[src/rtl/rom_loader.sv]
// rom_loader: streams host bytes into program memory and holds the CPU in reset until the image lands.
// Optional trailer checksum check is enabled by defining ROM_LOADER_CHECKSUM_EN.
module rom_loader #(
    parameter int AW = 13,
    parameter int DW = 8
) (
    input  logic          clk,
    input  logic          reset_n,
    input  logic          start,
    input  logic          s_valid,
    input  logic [DW-1:0] s_data,
    output logic          s_ready,
    output logic [AW-1:0] mem_a,
    output logic [DW-1:0] mem_d,
    output logic          mem_we_n,
    output logic          busy,
    output logic          done,
    output logic          err,
    output logic          cpu_reset_n
);
    typedef enum logic [2:0] {IDLE, LOAD, CHECK, DONE, ERROR} state_t;
    state_t state_q, state_d;
    logic [AW-1:0] cnt_q, cnt_d, mem_a_q, mem_a_d;
    logic [DW-1:0] mem_d_q, mem_d_d;
    logic we_n_q, we_n_d, busy_q, busy_d, done_q, done_d, xfer;
`ifdef ROM_LOADER_CHECKSUM_EN
    logic [DW-1:0] sum_q, sum_d;
    logic err_q, err_d;
`endif
    always_comb begin
        state_d = state_q;
        cnt_d = cnt_q;
        mem_a_d = mem_a_q;
        mem_d_d = mem_d_q;
        we_n_d = 1'b1;
        xfer = s_valid && busy_q;
`ifdef ROM_LOADER_CHECKSUM_EN
        sum_d = sum_q;
`endif
        case (state_q)
            LOAD: if (xfer) begin
                mem_a_d = cnt_q;
                mem_d_d = s_data;
                we_n_d = 1'b0;
                cnt_d = cnt_q + AW'(1);
`ifdef ROM_LOADER_CHECKSUM_EN
                sum_d = sum_q + s_data;
                if (&cnt_q) state_d = CHECK;
`else
                if (&cnt_q) state_d = DONE;
`endif
            end
`ifdef ROM_LOADER_CHECKSUM_EN
            // trailer is consumed but never written to memory
            CHECK: if (xfer) state_d = (DW'(sum_q + s_data) == '0) ? DONE : ERROR;
`endif
            default: if (start) begin
                state_d = LOAD;
                cnt_d = '0;
`ifdef ROM_LOADER_CHECKSUM_EN
                sum_d = '0;
`endif
            end
        endcase
        busy_d = state_d inside {LOAD, CHECK};
        done_d = state_d == DONE;
`ifdef ROM_LOADER_CHECKSUM_EN
        err_d = state_d == ERROR;
`endif
    end
    always_ff @(posedge clk or negedge reset_n) begin
        if (!reset_n) begin
            state_q <= IDLE;
            cnt_q <= '0;
            mem_a_q <= '0;
            mem_d_q <= '0;
            we_n_q <= 1'b1;
            busy_q <= 1'b0;
            done_q <= 1'b0;
`ifdef ROM_LOADER_CHECKSUM_EN
            sum_q <= '0;
            err_q <= 1'b0;
`endif
        end else begin
            state_q <= state_d;
            cnt_q <= cnt_d;
            mem_a_q <= mem_a_d;
            mem_d_q <= mem_d_d;
            we_n_q <= we_n_d;
            busy_q <= busy_d;
            done_q <= done_d;
`ifdef ROM_LOADER_CHECKSUM_EN
            sum_q <= sum_d;
            err_q <= err_d;
`endif
        end
    end
    assign s_ready = busy_q;
    assign busy = busy_q;
    assign mem_a = mem_a_q;
    assign mem_d = mem_d_q;
    assign mem_we_n = we_n_q;
    assign done = done_q;
    assign cpu_reset_n = done_q;
`ifdef ROM_LOADER_CHECKSUM_EN
    assign err = err_q;
`else
    assign err = 1'b0;
`endif
endmodule

[config.mk]
export PLATFORM = sky130hd
export DESIGN_NAME = rom_loader
export DESIGN_NICKNAME = d
export VERILOG_FILES = /design/src/rtl/rom_loader.sv
export SDC_FILE = /design/constraint.sdc
export NUM_CORES = 1
export LEC_CHECK = 0
export BUFFER_PORTS_ARGS = -buffer_cell sky130_fd_sc_hd__buf_4
export CORE_ASPECT_RATIO = 1.25
export CORE_UTILIZATION = 40
export CTS_BUF_LIST = sky130_fd_sc_hd__clkbuf_4
export CTS_CLUSTER_SIZE = 40
export DETAILED_ROUTE_END_ITERATION = 12
export PLACE_DENSITY = 0.72
export RECOVER_POWER = 25
export SYNTH_ARGS = -nofsm -noshare
export SYNTH_HDL_FRONTEND = slang
export SYNTH_SLANG_ARGS = --single-unit
[constraint.sdc]
create_clock -name clk -period 2.9 [get_ports clk]
set_clock_uncertainty 0.2 [all_clocks]
set_input_delay 0.29 -clock clk [delete_from_list [all_inputs] [get_ports clk]]
set_output_delay 0.29 -clock clk [all_outputs]
set_load 0.02 [all_outputs]
* Word level (Yosys, flattened, before mapping)
Index checks and enable logic that the tools add are counted.
** Word-level totals
- Register bits after elaboration :: 40
- Input bits :: 12
- Output and inout port bits :: 27
- Logic and storage cells :: 28
** Operators by class
- Add/sub/neg operators :: 1
- Eq/ne operators :: 5
- Muxes and demuxes :: 9
- Reductions and logical operators :: 6
** Operators by type and width (count)
- $mux W13 :: 3
- $add A13 B1 Y13 const B :: 1
- $reduce_and A13 Y1 :: 1
- $mux W3 :: 4
- $eq A3 B1 Y1 const B :: 2
- $eq A3 B2 Y1 const B :: 2
- $reduce_and A2 Y1 :: 2
- $reduce_bool A2 Y1 :: 2
- $mux W1 :: 2
- $ne A2 B2 Y1 const B :: 1
- $logic_and A1 B1 Y1 :: 1

* Depth between registers and ports, before layout
Gate-level depths: netlist of run 1.
- Word-level depth :: 6
- Depth in mapped cells :: 5

* Least setup slack after synthesis of run 1
Ideal clock, no wire load.
- Path kind :: register -> register
- Start point :: reg busy_q (netlist: busy)
- End point :: reg mem_d_q[1] (netlist: mem_d[1])
- Arrival time :: 1.402 ns
- Data required time :: 2.575 ns
- Slack :: 1.173 ns
- Stages on the path, launching flop included :: 6
- Period minus slack after synthesis :: 1.727 ns
- Cell sequence :: dfrtp_1 -> and2_1 -> and2_1 -> buf_4 -> buf_4 -> mux2_2
** On the way
- Cells in the longest elaborated chain, start to end :: 2
** Ends and longest elaborated chain
- from (decl) :: RTL line 25 : logic we_n_q, we_n_d, busy_q, busy_d, done_q, done_d, xfer;
- from (signal assigned) :: RTL line 90 : busy_q <= busy_d;
- $logic_and A1 B1 Y1 :: RTL line 36 : xfer = s_valid && busy_q;
- $reduce_and A2 Y1 (no line)
- to (signal assigned) :: RTL line 88 : mem_d_q <= mem_d_d;
- to (decl) :: RTL line 24 : logic [DW-1:0] mem_d_q, mem_d_d;
No other way between the ends.
A chain may end at the register's enable or synchronous reset.

* Final worst setup path of run 1
- Start point :: reg state_q[0]
- End point :: reg mem_d_q[6] (netlist: mem_d[6])
** On the way
- Cells in the longest elaborated chain, start to end :: 2
** Ends and longest elaborated chain
- from (decl) :: RTL line 22 : state_t state_q, state_d;
- from (signal assigned) :: RTL line 85 : state_q <= state_d;
- $eq A3 B1 Y1 :: RTL line 40 : case (state_q)
- $reduce_and A2 Y1 (no line)
No other way between the ends.

==> results of run 1 <==
[metrics by stage]
| stage | total power [mW] | instances | hold slack, ps | area [sq um] | setup slack, ps |
|---|---|---|---|---|---|
| 6_report | 1.39 | 244 | 202 | 2260 | 822 |
| 5_1_grt | 1.46 | 244 | 189 | 2260 | 711 |
| 4_1_cts | 1.40 | 244 | 181 | 2260 | 831 |
| 3_5_place_dp | 1.04 | 226 | 90.5 | 2090 | 855 |
| 3_3_place_gp | 1.02 | 226 | 81.4 | 2090 | 922 |
| 2_1_floorplan | 0.893 | 140 | -206 | 1790 | 1170 |
[per-layer routing]
metal	wire length, um	share of wire [%]	global-route usage, %
met5	0	0	0
met4	68	1.9	6.89
met3	112	3.2	4.55
met2	1780	51	26.0
met1	1530	44	23.1
[layout make-up]
class	count	area [sq um]
Clock buffer	5	37.5
Clock inverter	3	37.5
Fill cell	359	1940
Inverter	5	18.8
Multi-Input combinational cell	86	706
Sequential cell	40	1000
Tap cell	56	70.1
Timing Repair Buffer	49	387
[layout by cell type (no fill, tap or decap), types with 2 or more instances in the layout]
cell type / Yosys / routed
dfrtp_1: 39 / 39
buf_4: 5 / 37
mux2_2: 22 / 22
o21ai_0: 12 / 12
mux2i_1: 11 / 11
dlygate4sd3_1: 0 / 10
inv_1: 5 / 5
nand3_1: 5 / 5
clkbuf_4: 0 / 5
nand4_1: 4 / 4
and2_1: 3 / 3
nor4_1: 3 / 3
o21bai_1: 3 / 3
nand4b_1: 2 / 2
clkinv_1: 0 / 2
[worst max-delay path, cell delays in order (launching register included)]
cell	delay [ps]
dfrtp_1	460
nor3b_2	220
and2_1	400
buf_4	320
mux2_2	360
[report_power, final]
group / internal (mW) / total (mW) / switching [mW]
sequential: 0.641 / 0.723 / 0.0823
clock: 0.176 / 0.353 / 0.177
combinational: 0.155 / 0.309 / 0.154
[sequential cells by signal, indices dropped and copies added (netlist names)]
register and flops:
busy 1, cnt_q 13, cpu_reset_n 1, mem_a 13, mem_d 8, mem_we_n 1, state_q 3
[what timing repair did]
item	in CTS	in global routing
endpoints found under the hold margin	51	0
setup endpoints to repair	0	0
hold buffers	10	0
[worst max-delay path by stage]
| stage | startpoint | to | slack (ps) |
|---|---|---|---|
| 5_1_grt | state_q[0]$_DFF_PN0_ | mem_a[3]$_DFFE_PN0P_ | 710 |
| 3_3_place_gp | state_q[1]$_DFF_PN0_ | mem_a[10]$_DFFE_PN0P_ | 920 |
| 3_5_place_dp | state_q[1]$_DFF_PN0_ | mem_d[6]$_DFFE_PN0P_ | 850 |
| 6_report | state_q[0]$_DFF_PN0_ | mem_d[6]$_DFFE_PN0P_ | 820 |
| 2_1_floorplan | busy$_DFF_PN0_ | mem_d[1]$_DFFE_PN0P_ | 1170 |
| 4_1_cts | state_q[1]$_DFF_PN0_ | mem_d[6]$_DFFE_PN0P_ | 830 |
[cells by family (layout without fill, tap and decap cells)]
family | after synthesis | count (layout) | synth area share, %
xor+xnor | 1 | 1 | 0.490
mux | 33 | 33 | 20.0
buf+inv | 14 | 62 | 4.55
other cells | 1 | 1 | 0.210
fa+ha+maj | 1 | 1 | 0.699
flops | 40 | 40 | 56.0
simple gates | 30 | 30 | 11.4
compound gates | 20 | 20 | 6.64
==> results.rst, run 1 <==
.. list-table::
   :header-rows: 1

   * - Metric
     - Value
   * - Cell count after synthesis
     - 140
   * - Total global-route track usage
     - 17.2%
   * - Vias/cell
     - 5.09
   * - Horizontal die dimension
     - 61.8 um
   * - Final weighted congestion in routability-driven placement
     - 0.819
   * - Number of top-level design ports
     - 39
   * - Area growth, synth to finish
     - 26.2%
   * - Drt wl/cell
     - 14.3 um
   * - Sequential fraction of the synthesis area
     - 56.0%
   * - Antenna violations before repair
     - 0
   * - Most numerous cell in the Yosys netlist
     - dfrtp_1
   * - Async SR Flop Fraction
     - 100%
   * - RSZ-0062 raised after global routing
     - false
   * - Transition time at the pin with the least slew margin
     - 970 ps
   * - Final count of hold timing violations
     - 0
   * - Chip Height
     - 76.8 um
   * - CTS tree
     - yes
   * - Maximum frequency from static timing analysis
     - 0.481 GHz
   * - Routed Antenna Nets
     - 0
   * - Count of distinct cell types in the synthesized netlist
     - 37
   * - CP arrival
     - 2120 ps
   * - Post-synth EDFFs
     - 0
   * - Max Cap Viol
     - 0
   * - DRC violation count after routing
     - 0
   * - Setup TNS
     - 0 ps
   * - Area leader, netlist
     - dfrtp_1
   * - Core area
     - 0.00420 sq mm
   * - Area share of the largest cell type after synthesis
     - 54.5%
   * - Number of global-route vias before repair
     - 1273
   * - Worst slew margin
     - 35.4%
   * - Port Buffer Count
     - 37
   * - Startpoint class of the critical path
     - register
   * - Run status
     - completed
   * - PD cells
     - 613 mW/mm^2
   * - Data required, critical path
     - 2940 ps
   * - Top cells by count, synth
     - dfrtp_1 (39), mux2_2 (22), o21ai_0 (12), mux2i_1 (11)
   * - Detailed-route via count
     - 1241
   * - Fraction of layout cells with a size suffix above 1
     - 38.3%
   * - Initial core utilization
     - 42.6%
   * - Beginning of the worst hold path
     - s_valid
   * - Largest net degree at the start of global routing
     - 41
   * - Critical path fanouts, max
     - 17
   * - Synthesis warning total
     - 0
   * - Min-Delay Path Class
     - in -> reg
   * - Buffers from clock root to sink, at most
     - 2
   * - Final setup vio count
     - 0
   * - Share of the clock period used by the worst path
     - 71.7%
   * - Avg Inst Size Synth
     - 12.8 sq um
   * - Count of cells resized by post-cts repair
     - 0
   * - H-tree level count
     - 2
   * - Static power due to leakage
     - 1.05 nW
   * - Die ar.
     - 0.00475 sq mm
   * - RR Endpoint
     - mem_d[6]$_DFFE_PN0P_
   * - Worst hold stages
     - 4
   * - Terminating pin of the worst hold path
     - cnt_q[10]$_DFFE_PN0P_
   * - DR iter-0 viols
     - 20
   * - Number of nets produced by synthesis
     - 153
   * - Number of sinks handled by clock tree synthesis
     - 40
   * - Post-CTS Repair Setup Buffers
     - 0
   * - Drt pass-1 iters
     - 4
   * - Maximum vdd drop
     - 342 uV
   * - Critical R2R Launch
     - state_q[0]$_DFF_PN0_
   * - Total inserted antenna cells
     - 0
   * - Flip-flop and latch count after synthesis
     - 40
   * - Clock Tree Root
     - clkbuf_4
   * - Clock insertion delay at the later pin of the skew report
     - 350 ps
   * - Wire length reported by the detailed router
     - 3490 um
   * - Critical path start-end classification
     - reg -> reg
   * - Placed wire-length estimate after detailed placement
     - 2400 um
   * - Top area cells in the synthesized netlist
     - dfrtp_1 (55%), mux2_2 (14%), mux2i_1 (6.2%), o21ai_0 (3.4%), buf_4 (2.1%)
   * - Worst setup slack for register-to-register paths
     - 820 ps
   * - Final core occ
     - 53.8%
   * - Path depth of the worst reg2reg path
     - 4
   * - Most used flip-flop cell after synthesis
     - dfrtp_1
   * - Final Max Slew Viols
     - 0
   * - Area of the mapped netlist
     - 0.00179 sq mm
   * - Site Rows
     - 26
   * - Clock input transition at the sequential cells of the worst setup and hold paths
     - 120 ps
   * - Final nets
     - 200
   * - Endpoint kind of the worst setup timing path
     - register
   * - Time the final worst path needs with I/O delays and setup
     - 2080 ps
   * - First-pass GRT wire length
     - 6060 um
   * - Cts bufs inserted
     - 5
   * - Remaining Overflow, GRT
     - 0
No activity file was read; power rests on OpenSTA's default activity.
==> run 2, diff against run 1 <==
--- a/config.mk
+++ b/config.mk
@@ -5,6 +5,7 @@
 export SDC_FILE = /design/constraint.sdc
 export NUM_CORES = 1
 export LEC_CHECK = 0
+export ABC_AREA = 1
 export BUFFER_PORTS_ARGS = -buffer_cell sky130_fd_sc_hd__buf_4
 export CORE_ASPECT_RATIO = 1.25
 export CORE_UTILIZATION = 40
==> constraint.sdc (replaced) <==
create_clock -name clk -period 2.05 [get_ports clk]
set_clock_uncertainty 0.2 [all_clocks]
set_input_delay 0.205 -clock clk [delete_from_list [all_inputs] [get_ports clk]]
set_output_delay 0.205 -clock clk [all_outputs]
set_load 0.02 [all_outputs]
==> run 2 against run 1 <==
Clock-buffer cell count unchanged. Non-clock buffer count unchanged. Synthesized cell count up 54%. Maximum frequency up 28%. Worst hold slack better by 6.3 ps. Global-route usage up 0.19 points. Sequential cell count unchanged. Sequential power up 42%. Critical path type unchanged. Largest cell class unchanged.
==> results.rst, run 2 <==
.. list-table::
   :header-rows: 1

   * - Metric
     - Value
   * - Routed Antenna Nets
     - 0
   * - Site Rows
     - 27
   * - RSZ-0062 raised after global routing
     - false
   * - Area of the mapped netlist
     - 0.00183 sq mm
   * - Drt wl/cell
     - 11.5 um
   * - CP peak stage delay
     - 420 ps
   * - Final core occ
     - 51.9%
   * - DR iter-0 viols
     - 57
   * - Largest net degree at the start of global routing
     - 41
   * - Placed wire-length estimate after detailed placement
     - 2500 um
   * - Synthesis warning total
     - 0
   * - Flip-flop and latch count after synthesis
     - 40
   * - Clock Tree Root
     - clkbuf_4
   * - Endpoint kind of the worst setup timing path
     - register
   * - Total inserted antenna cells
     - 0
   * - Time the final worst path needs with I/O delays and setup
     - 1620 ps
   * - Final nets
     - 274
   * - Maximum frequency from static timing analysis
     - 0.618 GHz
   * - Share of the clock period used by the worst path
     - 79.0%
   * - Detailed-route via count
     - 1493
   * - Worst slew margin
     - 38.2%
   * - Horizontal die dimension
     - 62.4 um
   * - Area share of the largest cell type after synthesis
     - 53.5%
   * - Number of nets produced by synthesis
     - 228
   * - Initial core utilization
     - 41.6%
   * - Top library cells by usage in the layout, fill and taps aside
     - nand2_1 (78), dfrtp_1 (39), buf_4 (38)
   * - Clock insertion delay at the later pin of the skew report
     - 350 ps
   * - Fraction of layout cells with a size suffix above 1
     - 26.0%
   * - Count of distinct cell types in the synthesized netlist
     - 22
   * - Number of global-route vias before repair
     - 1463
   * - Cell count after synthesis
     - 215
   * - Chip Height
     - 77.5 um
   * - Sequential fraction of the synthesis area
     - 54.9%
   * - Final weighted congestion in routability-driven placement
     - 0.822
   * - Final Max Slew Viols
     - 0
   * - Setup TNS
     - 0 ps
   * - Async SR Flop Fraction
     - 100%
   * - Wire length reported by the detailed router
     - 3690 um
   * - Bufs and invs on worst path
     - 1
   * - Transition time at the pin with the least slew margin
     - 928 ps
   * - Static power due to leakage
     - 1.20 nW
   * - Filler Cells Inserted
     - 421
   * - Data required, critical path
     - 2110 ps
   * - Final count of hold timing violations
     - 0
   * - Drt pass-1 iters
     - 4
   * - H-tree level count
     - 2
   * - Run status
     - completed
   * - Commonest non-fill, non-tap cell in the layout
     - nand2_1
   * - Avg Inst Size Synth
     - 8.49 sq um
   * - Startpoint class of the critical path
     - register
   * - Vias/cell
     - 4.67
   * - Most used flip-flop cell after synthesis
     - dfrtp_1
   * - Critical path fanouts, max
     - 22
   * - Most numerous cell in the Yosys netlist
     - nand2_1
   * - Antenna violations before repair
     - 0
   * - Power, Total
     - 1.92 mW
   * - Remaining Overflow, GRT
     - 0
   * - Min-Delay Path Class
     - in -> reg
   * - Core area
     - 0.00439 sq mm
   * - Die ar.
     - 0.00484 sq mm
   * - CTS tree
     - yes
   * - Cell at the slowest stage of the critical path
     - dfrtp_1
   * - Critical path start-end classification
     - reg -> reg
   * - Max Cap Viol
     - 0
   * - Count of cells resized by post-cts repair
     - 0
   * - Number of sinks handled by clock tree synthesis
     - 40
   * - First-pass GRT wire length
     - 6540 um
   * - CP arrival
     - 1670 ps
   * - Area growth, synth to finish
     - 24.9%
   * - Top cells by count, synth
     - nand2_1 (78), dfrtp_1 (39), nor2_1 (17), inv_1 (14)
   * - Maximum vdd drop
     - 349 uV
   * - Buffers from clock root to sink, at most
     - 2
   * - Final setup vio count
     - 0
   * - Area leader, netlist
     - dfrtp_1
   * - Port Buffer Count
     - 37
   * - DRC violation count after routing
     - 0
   * - Cts bufs inserted
     - 5
   * - Total global-route track usage
     - 17.4%
   * - Chain of cells forming the critical path
     - nor2_4 > nand3_4 > inv_2 > nand4_1 > nand2_1 > nor2_1
   * - PD cells
     - 842 mW/mm^2
   * - Top cell family by delay on the critical path
     - simple AND/OR/NAND/NOR gates
   * - Clock input transition at the sequential cells of the worst setup and hold paths
     - 120 ps
   * - # placed instances
     - 302
   * - Final standard cell count with taps included and fillers excluded
     - 320
   * - Post-synth EDFFs
     - 0
   * - Top area cells in the synthesized netlist
     - dfrtp_1 (53%), nand2_1 (16%), nor2_1 (3.5%), nand2_2 (3.1%), nor2_4 (3.1%)
   * - Number of top-level design ports
     - 39
==> run 2: logic make-up (layout without fill, tap and decap cells) <==
group	Yosys count	in the layout	share of synthesized area [%]
AO/OA/AOI/OAI	19	19	5.41
buffers and inverters	27	74	6.99
other	1	1	0.205
adder cells (fa/ha/maj)	1	1	0.685
AND/OR/NAND/NOR	127	127	31.8
flip-flops	40	40	54.9
==> run 2: stage by stage <==
stage	hold WS, ps	area [sq um]	setup WS, ps
global route	240	2280	268
global placement	-0.144	2130	461
detailed placement	-1.85	2130	435
finish	208	2280	432
floorplan	-291	1830	594
CTS	147	2280	413
==> run 2: where the power goes <==
part / switching (mW) / internal (mW) / total, mW
Sequential: 0.116 / 0.918 / 1.03
Clock: 0.253 / 0.132 / 0.385
Combinational: 0.299 / 0.202 / 0.501
==> run 2: final cells by class <==
| type | instances | area, sq um | area share [%] |
|---|---|---|---|
| Inverter | 17 | 63.8 | 2.80 |
| Sequential cell | 40 | 1000 | 43.9 |
| Clock buffer | 5 | 37.5 | 1.65 |
| Timing Repair Buffer | 49 | 390 | 17.1 |
| Multi-Input combinational cell | 148 | 696 | 30.5 |
| Clock inverter | 3 | 18.8 | 0.823 |
| Tap cell | 58 | 72.6 | 3.18 |
==> run 2: routing by layer <==
metal / up-vias / global-route usage (%) / share of wire, %
li1: 763 / - / -
met3: 6 / 3.24 / 3.1
met2: 32 / 31.7 / 51
met5: - / 0 / 0
met1: 692 / 19.2 / 44
met4: 0 / 8.37 / 2.1
==> run 2: final timing paths <==
check | from | end | slack, ps | depth (start not counted)
max | state_q[2]$_DFF_PN0_ | cnt_q[7]$_DFFE_PN0P_ | 430 | 6
min | s_valid | mem_a[10]$_DFFE_PN0P_ | 210 | 5
max reg2reg | state_q[2]$_DFF_PN0_ | cnt_q[7]$_DFFE_PN0P_ | 430 | 6
min reg2reg | mem_d[4]$_DFFE_PN0P_ | mem_d[4]$_DFFE_PN0P_ | 290 | 2
max in group asynchronous | reset_n | mem_a[9]$_DFFE_PN0P_ | 750 | 2
min in group asynchronous | reset_n | mem_d[0]$_DFFE_PN0P_ | 310 | 2
==> run 2: what timing repair did <==
action | 4_1_cts | 5_1_grt
hold buffers | 10 | 0
setup buffers | 0 | 0
endpoints found under the hold margin | 53 | 0
==> run 2: worst reg2reg max path, stage by stage (launching register included) <==
cell	delay [ps]
dfrtp_1	420
nor2_4	140
nand3_4	180
inv_2	340
nand4_1	130
nand2_1	80
nor2_1	40
==> run 3, diff against run 2 <==
--- a/config.mk
+++ b/config.mk
@@ -12,7 +12,7 @@
 export CTS_BUF_LIST = sky130_fd_sc_hd__clkbuf_4
 export CTS_CLUSTER_SIZE = 40
 export DETAILED_ROUTE_END_ITERATION = 12
-export PLACE_DENSITY = 0.72
+export PLACE_DENSITY = 0.74
 export RECOVER_POWER = 25
 export SYNTH_ARGS = -nofsm -noshare
 export SYNTH_HDL_FRONTEND = slang
==> constraint.sdc (replaced) <==
create_clock -name clk -period 1.35 [get_ports clk]
set_clock_uncertainty 0.2 [all_clocks]
set_input_delay 0.135 -clock clk [delete_from_list [all_inputs] [get_ports clk]]
set_output_delay 0.135 -clock clk [all_outputs]
set_load 0.02 [all_outputs]
==> run 3 against run 2 <==
The flow now finishes with violations (negative setup slack). Clock-buffer cell count up 1. Sequential share of layout area down 5.3 points. Clock power up 53%. Global-route usage up 1.9 points. Power up 66%. Via count up 13%. Sequential power up 51%. Worst hold slack worse by 120 ps. Maximum frequency up 5.3%. Sequential cell count unchanged. Critical path type unchanged. Critical endpoint is now cnt_q[8]$_DFFE_PN0P_.
==> results.rst, run 3 (same netlist as run 2, synthesis figures left out) <==
.. list-table::
   :header-rows: 1

   * - Metric
     - Value
   * - Cts bufs inserted
     - 5
   * - Beginning of the worst hold path
     - s_valid
   * - Clock Tree Root
     - clkbuf_4
   * - First-pass GRT wire length
     - 7220 um
   * - Placed wire-length estimate after detailed placement
     - 2780 um
   * - Total global-route track usage
     - 19.3%
   * - Initial core utilization
     - 41.6%
   * - Detailed-route via count
     - 1680
   * - Cell at the slowest stage of the critical path
     - dfrtp_2
   * - Die ar.
     - 0.00484 sq mm
   * - Setup slack after placement
     - -98.5 ps
   * - Final Hold Slack
     - 87.3 ps
   * - Critical R2R Launch
     - busy$_DFF_PN0_
   * - Routed Antenna Nets
     - 0
   * - Final setup margin
     - -186 ps
   * - Drt pass-1 iters
     - 5
   * - Final standard cell count with taps included and fillers excluded
     - 352
   * - # placed instances
     - 323
   * - Vias/cell
     - 4.77
   * - Min-Delay Path Class
     - in -> reg
   * - Worst slew margin
     - 34.1%
   * - Total inserted antenna cells
     - 0
   * - Remaining Overflow, GRT
     - 0
   * - Data required, critical path
     - 1400 ps
   * - Critical path start-end classification
     - reg -> reg
   * - Terminating pin of the worst hold path
     - mem_we_n$_DFF_PN1_
   * - Number of global-route vias before repair
     - 1625
   * - Top cell family by delay on the critical path
     - buffers and inverters
   * - Path depth of the worst reg2reg path
     - 9
   * - Wire length reported by the detailed router
     - 4410 um
   * - Chain of cells forming the critical path
     - nand2_1 > inv_2 > nand3_4 > buf_4 > clkinv_4 > buf_4 > buf_4 > nand3_1 > o21ai_0
   * - Buffers from clock root to sink, at most
     - 2
   * - Port Buffer Count
     - 37
   * - Maximum frequency from static timing analysis
     - 0.651 GHz
   * - Clock insertion delay at the later pin of the skew report
     - 360 ps
   * - Time the final worst path needs with I/O delays and setup
     - 1540 ps
   * - Final count of hold timing violations
     - 0
   * - Transition time at the pin with the least slew margin
     - 988 ps
   * - Total placed instance area
     - 0.00229 sq mm
   * - Startpoint class of the critical path
     - register
   * - Final setup vio count
     - 33
   * - RR Endpoint
     - cnt_q[8]$_DFFE_PN0P_
   * - Worst hold stages
     - 5
   * - Top cell by count, worst path
     - buf_4
   * - Number of top-level design ports
     - 39
   * - Antenna violations before repair
     - 0
   * - CTS tree
     - yes
   * - Bufs and invs on worst path
     - 5
   * - Static power due to leakage
     - 1.38 nW
   * - PD cells
     - 1230 mW/mm^2
   * - Site Rows
     - 27
   * - H-tree level count
     - 2
   * - Number of sinks handled by clock tree synthesis
     - 40
   * - DR iter-0 viols
     - 68
   * - Top library cells by usage in the layout, fill and taps aside
     - nand2_1 (77), buf_4 (62), dfrtp_1 (37)
   * - CP peak stage delay
     - 440 ps
   * - Drt wl/cell
     - 12.5 um
   * - Critical path fanouts, max
     - 6
   * - Largest net degree at the start of global routing
     - 41
   * - Commonest non-fill, non-tap cell in the layout
     - nand2_1
   * - Final nets
     - 307
   * - Final weighted congestion in routability-driven placement
     - 0.816
   * - CP arrival
     - 1590 ps
   * - Layout Cell Area excl Fill
     - 0.00260 sq mm
   * - Clock input transition at the sequential cells of the worst setup and hold paths
     - 120 ps
   * - Area growth, synth to finish
     - 42.3%
   * - RSZ-0062 raised after global routing
     - true
   * - Final Max Slew Viols
     - 0
   * - Chip Height
     - 77.5 um
   * - Core area
     - 0.00439 sq mm
   * - Maximum vdd drop
     - 520 uV
   * - Worst setup slack for register-to-register paths
     - -190 ps
   * - DRC violation count after routing
     - 0
   * - Share of the clock period used by the worst path
     - 114%
   * - Horizontal die dimension
     - 62.4 um
   * - Run status
     - complete, but fails checks
   * - Fraction of layout cells with a size suffix above 1
     - 37.4%
   * - Failing checks
     - negative setup slack
   * - Endpoint kind of the worst setup timing path
     - register
   * - Max Cap Viol
     - 0
==> run 3: cell types whose count changed in the layout (fill, tap and decap cells not counted), sizes merged <==
cell / delta
buf: +33
clkbuf: +1
clkinv: -1
inv: -1
==> run 3: repair_timing <==
item	in CTS	in global routing
hold endpoints to repair	53	0
pin swaps	2	2
hold buffers	10	0
endpoints found under the setup margin	32	40
cloned	0	1
setup buffers	3	9
resized for setup	9	15
==> run 3: tightest hold or removal path, stage by stage <==
cell and delay, ps:
buf_4 80, nand2_1 60, inv_2 60, nand3_4 100, buf_4 190
==> run 3: stage by stage <==
| step | TNS [ps] | util (%) | total power [mW] |
|---|---|---|---|
| 6_report | -4580 | 59.1 | 3.20 |
| 5_1_grt | -10120 | 59.1 | 3.38 |
| 4_1_cts | -1710 | 56.8 | 3.15 |
| 3_5_place_dp | -1070 | 52.1 | 2.50 |
| 3_3_place_gp | -357 | 52.1 | 2.48 |
| 2_1_floorplan | -223 | - | 2.04 |
==> run 3: worst max path at each step <==
| stage | startpoint | end | slack [ps] | depth (start not counted) |
|---|---|---|---|---|
| 2_1_floorplan | cnt_q[0]$_DFFE_PN0P_ | cpu_reset_n$_DFF_PN0_ | -80 | 9 |
| 3_3_place_gp | cnt_q[1]$_DFFE_PN0P_ | cpu_reset_n$_DFF_PN0_ | -60 | 9 |
| 3_5_place_dp | cnt_q[1]$_DFFE_PN0P_ | busy$_DFF_PN0_ | -100 | 8 |
| 4_1_cts | cnt_q[1]$_DFFE_PN0P_ | cpu_reset_n$_DFF_PN0_ | -130 | 9 |
| 5_1_grt | cnt_q[1]$_DFFE_PN0P_ | cpu_reset_n$_DFF_PN0_ | -270 | 9 |
| 6_report | busy$_DFF_PN0_ | cnt_q[8]$_DFFE_PN0P_ | -190 | 9 |
==> run 3: report_power, final <==
group	internal, mW	switching [mW]	total, mW
sequential	1.40	0.162	1.56
clock	0.212	0.377	0.589
combinational	0.496	0.552	1.05
total	2.11	1.09	3.20
==> run 3: final cells by class <==
| cell class | instances | area (sq um) |
|---|---|---|
| Clock inverter | 1 | 5.00 |
| Sequential cell | 40 | 1000 |
| Timing Repair Buffer | 82 | 674 |
| Clock buffer | 6 | 45.0 |
| Multi-Input combinational cell | 148 | 727 |
| Inverter | 17 | 68.8 |
| Fill cell | 378 | 1790 |
| Tap cell | 58 | 72.6 |
==> run 3: layer usage <==
layer,track usage [%],part of all wire [%],up-vias
met1,21.6,41,793
li1,-,-,829
met2,34.3,54,52
met3,4.12,3.4,6
met5,0,0,-
met4,9.30,1.4,0
